==> config.mk <==
export PLATFORM = sky130hd
export DESIGN_NAME = cla_seq_subtractor
export DESIGN_NICKNAME = d
export VERILOG_FILES = /design/src/rtl/cla_pkg.sv /design/src/rtl/cla_slice.sv /design/src/rtl/cla_seq_subtractor.sv
export SDC_FILE = /design/constraint.sdc
export NUM_CORES = 1
export LEC_CHECK = 0
export ABC_AREA = 1
export BUFFER_PORTS_ARGS = -buffer_cell sky130_fd_sc_hd__buf_2
export CAP_MARGIN = 40
export CORE_MARGIN = 5
export CORE_UTILIZATION = 45
export DETAILED_ROUTE_END_ITERATION = 6
export MAX_ROUTING_LAYER = met4
export PLACE_DENSITY_LB_ADDON = 0.3
export SYNTH_ARGS = -nofsm -noshare
export SYNTH_HDL_FRONTEND = slang
export SYNTH_SLANG_ARGS = --single-unit
export TNS_END_PERCENT = 10
==> constraint.sdc <==
create_clock -name clk -period 2 [get_ports clk]
set_input_delay 0.3 -clock clk [delete_from_list [all_inputs] [get_ports clk]]
set_output_delay 0.3 -clock clk [all_outputs]
set_load 0.02 [all_outputs]
==> src/rtl/cla_pkg.sv <==
// Shared types and sizing helpers for the slice-serial CLA arithmetic blocks.
package cla_pkg;

  typedef enum logic [1:0] {
    IDLE = 2'd0,
    RUN  = 2'd1,
    DONE = 2'd2
  } state_t;

  localparam int DEFAULT_SLICE = 4;

  function automatic int slice_count(input int width, input int slice);
    return width / slice;
  endfunction

  // Keep at least one bit so a single-slice build still has a legal counter.
  function automatic int cnt_width(input int n);
    return (n > 1) ? $clog2(n) : 1;
  endfunction

endpackage

==> src/rtl/cla_slice.sv <==
// Combinational SLICE-bit carry-look-ahead adder: sum = a + b + cin, with
// every carry built directly from generate/propagate terms rather than rippled.
module cla_slice #(
  parameter int SLICE = 4
) (
  input  logic [SLICE-1:0] a,
  input  logic [SLICE-1:0] b,
  input  logic             cin,
  output logic [SLICE-1:0] sum,
  output logic             cout
);

  logic [SLICE-1:0] w_p;
  logic [SLICE-1:0] w_g;
  logic [SLICE:0]   w_carry;

  assign w_p        = a ^ b;
  assign w_g        = a & b;
  assign w_carry[0] = cin;

  // carry[i+1] = OR of (cin & p[i:0]) and each g[j] & p[i:j+1]
  for (genvar gi = 0; gi < SLICE; gi++) begin : g_carry
    logic [gi+1:0] w_terms;
    assign w_terms[0] = cin & (&w_p[gi:0]);
    for (genvar gj = 0; gj <= gi; gj++) begin : g_term
      if (gj == gi) begin : g_top
        assign w_terms[gj+1] = w_g[gj];
      end else begin : g_mid
        assign w_terms[gj+1] = w_g[gj] & (&w_p[gi:gj+1]);
      end
    end
    assign w_carry[gi+1] = |w_terms;
  end

  assign sum  = w_p ^ w_carry[SLICE-1:0];
  assign cout = w_carry[SLICE];

endmodule

==> src/rtl/cla_seq_subtractor.sv <==
// Slice-serial subtractor: diff = a - b - bin, one CLA slice per clock (LSB first).
// Optional zero/neg flag outputs are enabled by defining CLA_SUB_FLAGS_EN.
module cla_seq_subtractor
  import cla_pkg::*;
#(
  parameter int WIDTH = 16,
  parameter int SLICE = DEFAULT_SLICE
) (
  input  logic             clk,
  input  logic             rst,
  input  logic             in_valid,
  output logic             in_ready,
  input  logic [WIDTH-1:0] a,
  input  logic [WIDTH-1:0] b,
  input  logic             bin,
  output logic             out_valid,
  input  logic             out_ready,
  output logic [WIDTH-1:0] diff,
  output logic             bout,
  output logic             ovf
`ifdef CLA_SUB_FLAGS_EN
  ,
  output logic             zero,
  output logic             neg
`endif
);

  localparam int N  = slice_count(WIDTH, SLICE);
  localparam int CW = cnt_width(N);
  localparam logic [CW-1:0] LAST = CW'(N - 1);

  if ((WIDTH % SLICE) != 0) begin : g_bad_width
    $error("cla_seq_subtractor: WIDTH must be a multiple of SLICE");
  end

  state_t r_state;
  state_t w_state_next;

  logic [WIDTH-1:0] r_a;
  logic [WIDTH-1:0] r_b;
  logic [WIDTH-1:0] r_diff;
  logic [CW-1:0]    r_cnt;
  logic             r_carry;
  logic             r_bout;
  logic             r_ovf;

  logic [SLICE-1:0] w_a_slice;
  logic [SLICE-1:0] w_nb_slice;
  logic [SLICE-1:0] w_sum;
  logic             w_cout;
  logic [WIDTH-1:0] w_diff_next;
  logic             w_last;

  assign w_a_slice  = r_a[int'(r_cnt)*SLICE +: SLICE];
  assign w_nb_slice = ~r_b[int'(r_cnt)*SLICE +: SLICE];
  assign w_last     = (r_cnt == LAST);

  cla_slice #(.SLICE(SLICE)) u_slice (
    .a    (w_a_slice),
    .b    (w_nb_slice),
    .cin  (r_carry),
    .sum  (w_sum),
    .cout (w_cout)
  );

  always_comb begin
    w_diff_next = r_diff;
    w_diff_next[int'(r_cnt)*SLICE +: SLICE] = w_sum;
  end

  always_ff @(posedge clk) begin
    if (rst) r_state <= IDLE;
    else     r_state <= w_state_next;
  end

  always_comb begin
    w_state_next = r_state;
    case (r_state)
      IDLE:    if (in_valid) w_state_next = RUN;
      RUN:     if (w_last)   w_state_next = DONE;
      DONE:    if (out_ready) w_state_next = IDLE;
      default: w_state_next = IDLE;
    endcase
  end

  always_comb begin
    in_ready  = (r_state == IDLE);
    out_valid = (r_state == DONE);
  end

  // Borrow-in enters as the inverted carry of A + ~B + carry.
  always_ff @(posedge clk) begin
    if (rst) begin
      r_a     <= '0;
      r_b     <= '0;
      r_diff  <= '0;
      r_cnt   <= '0;
      r_carry <= 1'b0;
      r_bout  <= 1'b0;
      r_ovf   <= 1'b0;
    end else begin
      case (r_state)
        IDLE: begin
          if (in_valid) begin
            r_a     <= a;
            r_b     <= b;
            r_carry <= ~bin;
            r_diff  <= '0;
            r_cnt   <= '0;
          end
        end
        RUN: begin
          r_diff  <= w_diff_next;
          r_carry <= w_cout;
          if (w_last) begin
            r_cnt  <= '0;
            r_bout <= ~w_cout;
            r_ovf  <= (r_a[WIDTH-1] ^ r_b[WIDTH-1]) & (r_a[WIDTH-1] ^ w_sum[SLICE-1]);
          end else begin
            r_cnt <= r_cnt + 1'b1;
          end
        end
        default: ;
      endcase
    end
  end

  assign diff = r_diff;
  assign bout = r_bout;
  assign ovf  = r_ovf;

`ifdef CLA_SUB_FLAGS_EN
  logic r_zero;
  logic r_neg;

  always_ff @(posedge clk) begin
    if (rst) begin
      r_zero <= 1'b0;
      r_neg  <= 1'b0;
    end else if (r_state == RUN && w_last) begin
      r_zero <= (w_diff_next == '0);
      r_neg  <= w_diff_next[WIDTH-1];
    end
  end

  assign zero = r_zero;
  assign neg  = r_neg;
`endif

endmodule

Word-level counts from Yosys, hierarchy flattened
Cells that the tools add are included.
{"block": "totals", "ff_bits": 55, "in_bits": 37, "elab_cells": 67}
{"block": "op_classes", "add_sub_neg": 2, "n_eq_ne": 6, "n_shift": 4, "mux": 12, "bitwise": 19, "n_reduce_logical": 16}
{"cell": "negator 4 -> 33 bit", "n": 1}
{"cell": "variable shift 4 x 33 -> 16 bit (first input constant)", "n": 1}
{"cell": "variable part select 4 x 33 -> 16 bit", "n": 1}
{"cell": "case mux 16 bit (2 select lines)", "n": 1}
{"cell": "variable part select 16 x 5 -> 4 bit", "n": 2}
{"cell": "bitwise mux 16 bit", "n": 1}
{"cell": "2-to-1 mux 16 bit", "n": 1}
{"cell": "AND reduction 2 bit", "n": 6}
{"cell": "bitwise AND 1 bit", "n": 11}
{"cell": "2-to-1 mux 2 bit", "n": 5}
{"cell": "AND reduction 3 bit", "n": 3}
{"cell": "bitwise XOR 4 bit", "n": 2}
{"cell": "case mux 2 bit (3 select lines)", "n": 1}
{"cell": "OR reduction 5 bit", "n": 1}
{"cell": "bitwise AND 4 bit", "n": 1}
{"cell": "equality test 2 bit (second input constant)", "n": 2}
{"cell": "!= test 2 bit (second input constant)", "n": 2}
{"cell": "NOT 4 bit", "n": 1}
{"cell": "case mux 2 bit (2 select lines)", "n": 1}
{"cell": "AND reduction 4 bit", "n": 1}
{"cell": "OR reduction 4 bit", "n": 1}
{"cell": "OR reduction 3 bit", "n": 1}
{"cell": "adder 2 x 1 -> 2 bit (second input constant)", "n": 1}
{"cell": "equality test 2 x 1 -> 1 bit (second input constant)", "n": 1}
{"cell": "8 further kinds", "n": 10}

Longest topological paths before layout
Gate-level depths: netlist of run 1.
{"block": "depth", "ltp_word": 10, "ltp_mapped": 12, "mapped_depth_nobuf": 11}

Hierarchy
Synthesis of run 1 repeated with hierarchy kept, for this count alone.
{"block": "hier_totals", "cells_unflattened": 362, "area_unflattened_um2": 2593.7}
{"module": "cla_seq_subtractor", "instances": 1, "cells_each": 334, "area_per_inst_um2": 2414.8, "seq_area_each_um2": 1101.1}
{"module": "cla_slice", "instances": 1, "cells_each": 28, "area_per_inst_um2": 178.9, "seq_area_each_um2": 0.0}

Least setup slack after synthesis of run 1
Ideal clock, no wire load.
{"block": "synth_timing", "path_kind": "flip-flop to flip-flop", "from": "reg r_cnt[0]", "to": "reg r_diff[7], in the netlist diff[7]", "arrival_time_ns": 2.009, "required_time_ns": 1.933, "setup_slack_ns": -0.076, "stages_incl_launch_ff": 12, "n_path_buf": 2, "path_cell_list": "dfxtp_1 -> buf_2 -> buf_2 -> o21ai_0 -> o22ai_1 -> ha_1 -> or2_1 -> nand3_2 -> nand3_2 -> nor2_2 -> nand2_1 -> a21oi_2"}
{"block": "synth_between", "elab_chain_len": 10, "word_cells_on_any_way": 23, "cone_classes": "add/sub: 1; shift: 4; mux: 2; bitwise: 10; reduce/logical: 6"}
{"item": "from (decl)", "line": "cla_seq_subtractor.sv:42", "text": "logic [CW-1:0] r_cnt;"}
{"item": "from (signal assigned)", "line": "cla_seq_subtractor.sv:120", "text": "r_cnt <= r_cnt + 1'b1;"}
{"item": "variable part select 16 x 5 -> 4 bit", "line": "cla_seq_subtractor.sv:55", "text": "assign w_nb_slice = ~r_b[int'(r_cnt)*SLICE +: SLICE];"}
{"item": "NOT 4 bit", "line": "cla_seq_subtractor.sv:55"}
{"item": "bitwise XOR 4 bit", "line": "cla_slice.sv:17", "text": "assign w_p = a ^ b;"}
{"item": "AND reduction 3 bit, or another cell as far along", "line": "cla_slice.sv:24", "text": "assign w_terms[0] = cin & (&w_p[gi:0]);"}
{"item": "bitwise AND 1 bit (on tied branches)", "line": "cla_slice.sv:24, cla_slice.sv:29"}
{"item": "OR reduction 4 bit or OR reduction 3 bit (tied branches)", "line": "cla_slice.sv:32", "text": "assign w_carry[gi+1] = |w_terms;"}
{"item": "bitwise XOR 4 bit", "line": "cla_slice.sv:35", "text": "assign sum = w_p ^ w_carry[SLICE-1:0];"}
{"item": "variable part select 4 x 33 -> 16 bit", "line": "cla_seq_subtractor.sv:68", "text": "w_diff_next[int'(r_cnt)*SLICE +: SLICE] = w_sum;"}
{"item": "bitwise mux 16 bit (*)", "line": "cla_seq_subtractor.sv:68"}
{"item": "case mux 16 bit (2 select lines) (*)", "line": "cla_seq_subtractor.sv:102", "text": "case (r_state)"}
{"item": "to (signal assigned)", "line": "cla_seq_subtractor.sv:113", "text": "r_diff <= w_diff_next;"}
{"item": "to (decl)", "line": "cla_seq_subtractor.sv:41", "text": "logic [WIDTH-1:0] r_diff;"}
Mark *: on every way between the ends. The rest lies on a longest branch, timed or not.
A chain may end at the register's enable or synchronous reset.

Worst setup path after layout of run 1
Ends and elaborated chain as after synthesis.

==> results of run 1 <==
worst max-delay path, delay by kind of cell (launching register included):
kind,cells,cell delay [ps]
AO/OA/AOI/OAI,3,520
adder cells (fa/ha/maj),1,280
buffers and inverters,1,140
flip-flops,1,370
AND/OR/NAND/NOR,5,660
layout make-up:
| class | instances | area [um2] |
|---|---|---|
| Clock buffer | 8 | 100.1 |
| Fill cell | 540 | 2291 |
| Multi-Input combinational cell | 245 | 1425 |
| Tap cell | 72 | 90.09 |
| Sequential cell | 55 | 1109 |
| Timing Repair Buffer | 71 | 434.2 |
| Timing Repair inverter | 1 | 7.507 |
| Inverter | 20 | 83.83 |
worst paths after layout:
path | start | to | slack, ps | cells after the start
worst max register to register | r_cnt[0]$_SDFFE_PP0P_ | diff[7]$_SDFFE_PP0P_ | -40 | 10
worst max-delay path | r_cnt[0]$_SDFFE_PP0P_ | diff[7]$_SDFFE_PP0P_ | -40 | 10
worst min-delay path | b[7] | r_b[7]$_SDFFE_PP0P_ | 240 | 3
worst min register to register | diff[6]$_SDFFE_PP0P_ | diff[6]$_SDFFE_PP0P_ | 470 | 2
cell families (layout without fill, tap and decap cells):
| kind of cell | Yosys count | count (layout) | synth area share (%) |
|---|---|---|---|
| buf+inv | 38 | 100 | 6.764 |
| fa+ha+maj | 9 | 9 | 4.672 |
| flops | 55 | 55 | 42.82 |
| simple gates | 148 | 148 | 26.67 |
| compound gates | 86 | 86 | 18.10 |
| xor+xnor | 2 | 2 | 0.9735 |
state kept, by name, indices dropped and copies added (netlist names):
| register | count |
|---|---|
| bout | 1 |
| r_state | 2 |
| r_b | 16 |
| diff | 16 |
| r_cnt | 2 |
| r_carry | 1 |
| ovf | 1 |
| r_a | 16 |
metrics by stage:
step / setup TNS (ps) / instance area (um2) / util (%) / setup WS [ps] / cells
final: -37.67 / 3249 / 58.65 / -37.67 / 472
after global routing: -765.9 / 3249 / 58.65 / -173.8 / 472
after CTS: 0 / 3113 / 56.19 / 6.611 / 468
after detailed placement: -222.3 / 2942 / 53.09 / -81.34 / 459
after global placement: 0 / 2942 / 53.09 / 23.43 / 459
after floorplan: 0 / 2577 / - / 5.653 / 338
layout by cell type (no fill, tap or decap), drive strengths merged:
master,instances
a21oi,28
clkbuf,9
a22oi,2
buf,70
a32o,3
nor2,84
a211oi,1
o21ai,48
fa,1
nand4,6
ha,8
nand2,43
nand3,11
nor3,1
or2,1
nand3b,1
o22ai,4
inv,19
clkinvlp,2
nor4,1
dfxtp,55
xor2,2
where the power goes:
part | leakage, nW | switching, mW | internal, mW | total [mW]
Sequential | 0.453 | 0.0509 | 1.17 | 1.22
Clock | 0.0515 | 0.345 | 0.317 | 0.661
Combinational | 0.897 | 0.455 | 0.366 | 0.821
Total | 1.40 | 0.850 | 1.85 | 2.70
metal layers:
layer	vias to the layer above	global-route usage, %	share of wire [%]
li1	1241	-	-
met1	1091	20.41	44
met5	-	-	0
met3	9	3.458	5.0
met4	0	6.475	1.5
met2	65	29.45	50
what timing repair did:
item	in CTS	in global routing
resized for setup	11	24
buffers inserted	1	2
pin swaps	3	8
cloned	0	2
setup endpoints to repair	9	18
==> impl_metrics.ini, run 1 <==
[outcome]
violations = negative setup slack
status = complete, but fails checks

[sta]
hold_violations = 0
finClkSkew_ps = 8.212
drv_slew = 0
setup_ws_ps = -37.67
max_freq_ghz = 0.4908
min_period_over_period_pct = 101.9
max_slew_margin_pct = 47.61
period_minus_slack_ps = 2038
worst_slew_pin_slew_ps = 785.0
whs_ps = 240.0
setup_violations = 1
rsz0062_at_grt = yes

[logic_synthesis]
synth-edff-count = 0
ys_warn_count = 0
syn_area_per_cell_um2 = 7.607
synthArstFlopShare_pct = 0
synth-main-ff-cell = dfxtp_1
yosys-top-cells-count = 80 x nor2_1, 55 x dfxtp_1, 47 x o21ai_0
syn-num-nets = 384
synth_seq_area_share_pct = 42.82
ys_seq_elements = 55
synth_top_area_cell = dfxtp_1
synth_top_area_share_pct = 42.82
yosysMostFrequentCell = nor2_1
syn-cell-area_um2 = 2571
ys_types = 34
synthCells = 338
synth_area_leaders = dfxtp_1 43%, nor2_1 12%, o21ai_0 9.1%

[floorplan]
start_util_pct = 46.41
die_width_um = 85.59
die_h_um = 85.59
core_area_um2 = 5540
die_area_um2 = 7326
rows = 27
pin_count = 57

[cts]
h-tree-depth = 2
cts.clk_slew.worst_paths_ps = 100
cts_buffer_depth = 2
worstSkewPairLatency_ps = 310
cts_buffers = 5
clock-sinks = 55
cts-root-buf = clkbuf_8
cts_tree = yes
hold_buffers = 0

[setup_path]
cp-end-kind = register
cp_cell_sequence = buf_8 > o21ai_0 > o22ai_2 > ha_4 > or2_1 > nand3_4 > nand3_2 > nor2_2 > nand2_1 > a21oi_2
cp_slowest_cell = dfxtp_4
arrival_ps = 2290
worstPathRequired_ps = 2250
worstSetupPathType = reg -> reg
cp_max_fo = 15
cpPeakStageDelay_ps = 370
start_kind = register

[drt]
num_vias = 2406
antenna_left = 0
route.detailed.drc = 0
viasPerCell = 5.097
finalWirelength_mm = 6.341
drt_iter0_markers = 99
wire_per_inst_um = 13.43
detail_route.first_pass.iterations = 5

[grt]
grt_usage_pct = 17.41
antenna_found_initial = 0
grt_max_degree = 45
gr-total-overflow = 0
grt_pass1_wl_mm = 10.24
grt_pass1_vias = 2339

[power]
leakagePower_nw = 1.402
pwr_density_cell_nw_per_um2 = 830.5
ir_drop_mv = 0.4257
power_mw = 2.699

[cells_and_area]
num_antenna_cells = 0
nets = 445
synthToLayoutAreaGrowth_pct = 26.37
drive_above_1_share_pct = 29.75

[placement]
port_buffers = 56
dp_hpwl_mm = 4.285
routabilityCongestion = 0.8862

[hold_path]
hp-class = in -> reg

[run]
max_cap_viol_count = 0
(Power assumes the default switching activity.)
==> inputs of run 2 (changes only) <==
- clock period: 2 -> 2.3 ns (I/O delays scaled with it)
==> impl_metrics.ini, run 2 (synthesized netlist as in run 1, its figures left out) <==
[setup_path]
path_depth = 10
arrival_ps = 2360
cp_top_family = simple AND/OR/NAND/NOR gates
r2r_slack_ps = 200
r2r_start = r_cnt[1]$_SDFFE_PP0P_
cp_slowest_cell = ha_1
cp_common_cell = nand3_2
cp-end-kind = register
reg2reg_depth = 10
start_kind = register
worstSetupPathType = reg -> reg
cp_cell_sequence = inv_1 > a21oi_1 > a32o_1 > ha_1 > or2_1 > nand3_2 > nand3_2 > nor2_2 > nand2_1 > a21oi_2
cpPeakStageDelay_ps = 360
worstPathRequired_ps = 2550
cp_max_fo = 13
worstPathBufferInverterCount = 1
r2r-end = diff[7]$_SDFFE_PP0P_

[sta]
finClkSkew_ps = 5.518
rsz0062_at_grt = no
max_freq_ghz = 0.4758
timing.setup.tns_ps = 0
period_minus_slack_ps = 2102
hold_violations = 0
setup_violations = 0
setup_ws_ps = 198.1
max_slew_margin_pct = 47.03
drv_slew = 0
worst_slew_pin_slew_ps = 793.7
min_period_over_period_pct = 91.39

[floorplan]
core_area_um2 = 5540
die_h_um = 85.59
pin_count = 57
rows = 27
die_width_um = 85.59
die_area_um2 = 7326
start_util_pct = 46.41

[cts]
cts-root-buf = clkbuf_8
hold_buffers = 0
cts.clk_slew.worst_paths_ps = 100
h-tree-depth = 2
cts_buffers = 5
cts_buffer_depth = 2
cts_tree = yes
clock-sinks = 55
worstSkewPairLatency_ps = 310

[grt]
grt_pass1_vias = 2264
grt_pass1_wl_mm = 9.929
grt_usage_pct = 17.22
antenna_found_initial = 0
grt_max_degree = 45
gr-total-overflow = 0

[hold_path]
whs_endpoint = r_a[0]$_SDFFE_PP0P_
hp-class = in -> reg
min-delay-start = a[0]
hold_depth = 3

[power]
p_comb_share_pct = 23.6
pwr_density_cell_nw_per_um2 = 713.5
pwr-share-seq_pct = 49.1
ir_drop_mv = 0.3647
clkPwrFrac_pct = 27.3
power_mw = 2.151
leakagePower_nw = 1.316
p_sw_uw = 672.0
swShare_pct = 31.24
intPower_mw = 1.479

[outcome]
status = complete, no violations

[drt]
detail_route.first_pass.iterations = 4
antenna_left = 0
viasPerCell = 5.063
finalWirelength_mm = 6.009
num_vias = 2344
drt_iter0_markers = 110
wire_per_inst_um = 12.98
route.detailed.drc = 0

[placement]
routabilityCongestion = 0.8846
dp_slack_ps = 139.0
dp_hpwl_mm = 4.432
port_buffers = 56

[cells_and_area]
final_common_cell = nor2_1
fin_util_pct = 54.43
layout_common_cells = 80 x nor2_1, 56 x buf_2, 54 x dfxtp_1, 47 x o21ai_0, 39 x nand2_1
num_antenna_cells = 0
synthToLayoutAreaGrowth_pct = 17.27
drive_above_1_share_pct = 24.30
nets = 436

[run]
max_cap_viol_count = 0
-- run 2: changes by cell type in the layout (fill, tap and decap cells not counted), sizes merged --
| cell | previous run | this run |
|---|---|---|
| buf | 70 | 63 |
| clkbuf | 9 | 7 |
-- run 2: worst register-to-register path: cells and delay by family, from the launching register on --
kind,cells,cell delay (ps)
fa+ha+maj,1,360
compound gates,3,410
simple gates,5,670
buf+inv,1,290
flops,1,320
-- run 2: stage by stage --
step | cell area (um2) | instances | hold slack [ps]
global placement | 2890 | 454 | 448.0
global route | 3015 | 463 | 283.2
finish | 3015 | 463 | 276.5
floorplan | 2571 | 338 | 423.5
detailed placement | 2890 | 454 | 450.9
CTS | 2994 | 462 | 267.8
-- run 2: what timing repair did --
action | 4_1_cts | 5_1_grt
endpoints found under the setup margin | 0 | 8
buffers inserted | 0 | 1
resized for setup | 0 | 4
-- run 2: routing by layer --
metal  wire [um]  vias to the layer above  global-route usage [%]  part of all wire, %
met5           0                        -                       -                    0
met4         125                        0                   6.906                  2.1
met3         334                       13                   4.515                  5.6
met2        2827                       63                   28.39                   47
met1        2721                     1054                   19.92                   45
li1            -                     1214                       -                    -
-- run 2: area by class of cell --
cell class,count,area [um2]
clock inverter,1,7.507
fill,568,2525
inverter,20,81.33
multi-input combinational,245,1305
timing repair buffer,63,332.8
sequential,55,1102
clock buffer,7,96.34
tap,72,90.09
-- run 2: power by group through the flow --
stage / logic [mW] / clock network [mW] / registers (mW)
4_1_cts: 0.503 / 0.603 / 1.05
3_5_place_dp: 0.499 / 0 / 1.08
5_1_grt: 0.577 / 0.642 / 1.06
6_report: 0.508 / 0.588 / 1.06
2_1_floorplan: 0.379 / 0 / 1.07
3_3_place_gp: 0.486 / 0 / 1.07
-- run 2: how the worst max path moves through the flow --
stage | start | slack [ps] | end
after floorplan | r_cnt[0]$_SDFFE_PP0P_ | 220 | diff[7]$_SDFFE_PP0P_
after global placement | r_cnt[0]$_SDFFE_PP0P_ | 230 | diff[7]$_SDFFE_PP0P_
after detailed placement | r_cnt[1]$_SDFFE_PP0P_ | 140 | diff[14]$_SDFFE_PP0P_
after CTS | r_cnt[0]$_SDFFE_PP0P_ | 110 | diff[14]$_SDFFE_PP0P_
after global routing | r_cnt[1]$_SDFFE_PP0P_ | 30 | diff[5]$_SDFFE_PP0P_
final | r_cnt[1]$_SDFFE_PP0P_ | 200 | diff[7]$_SDFFE_PP0P_
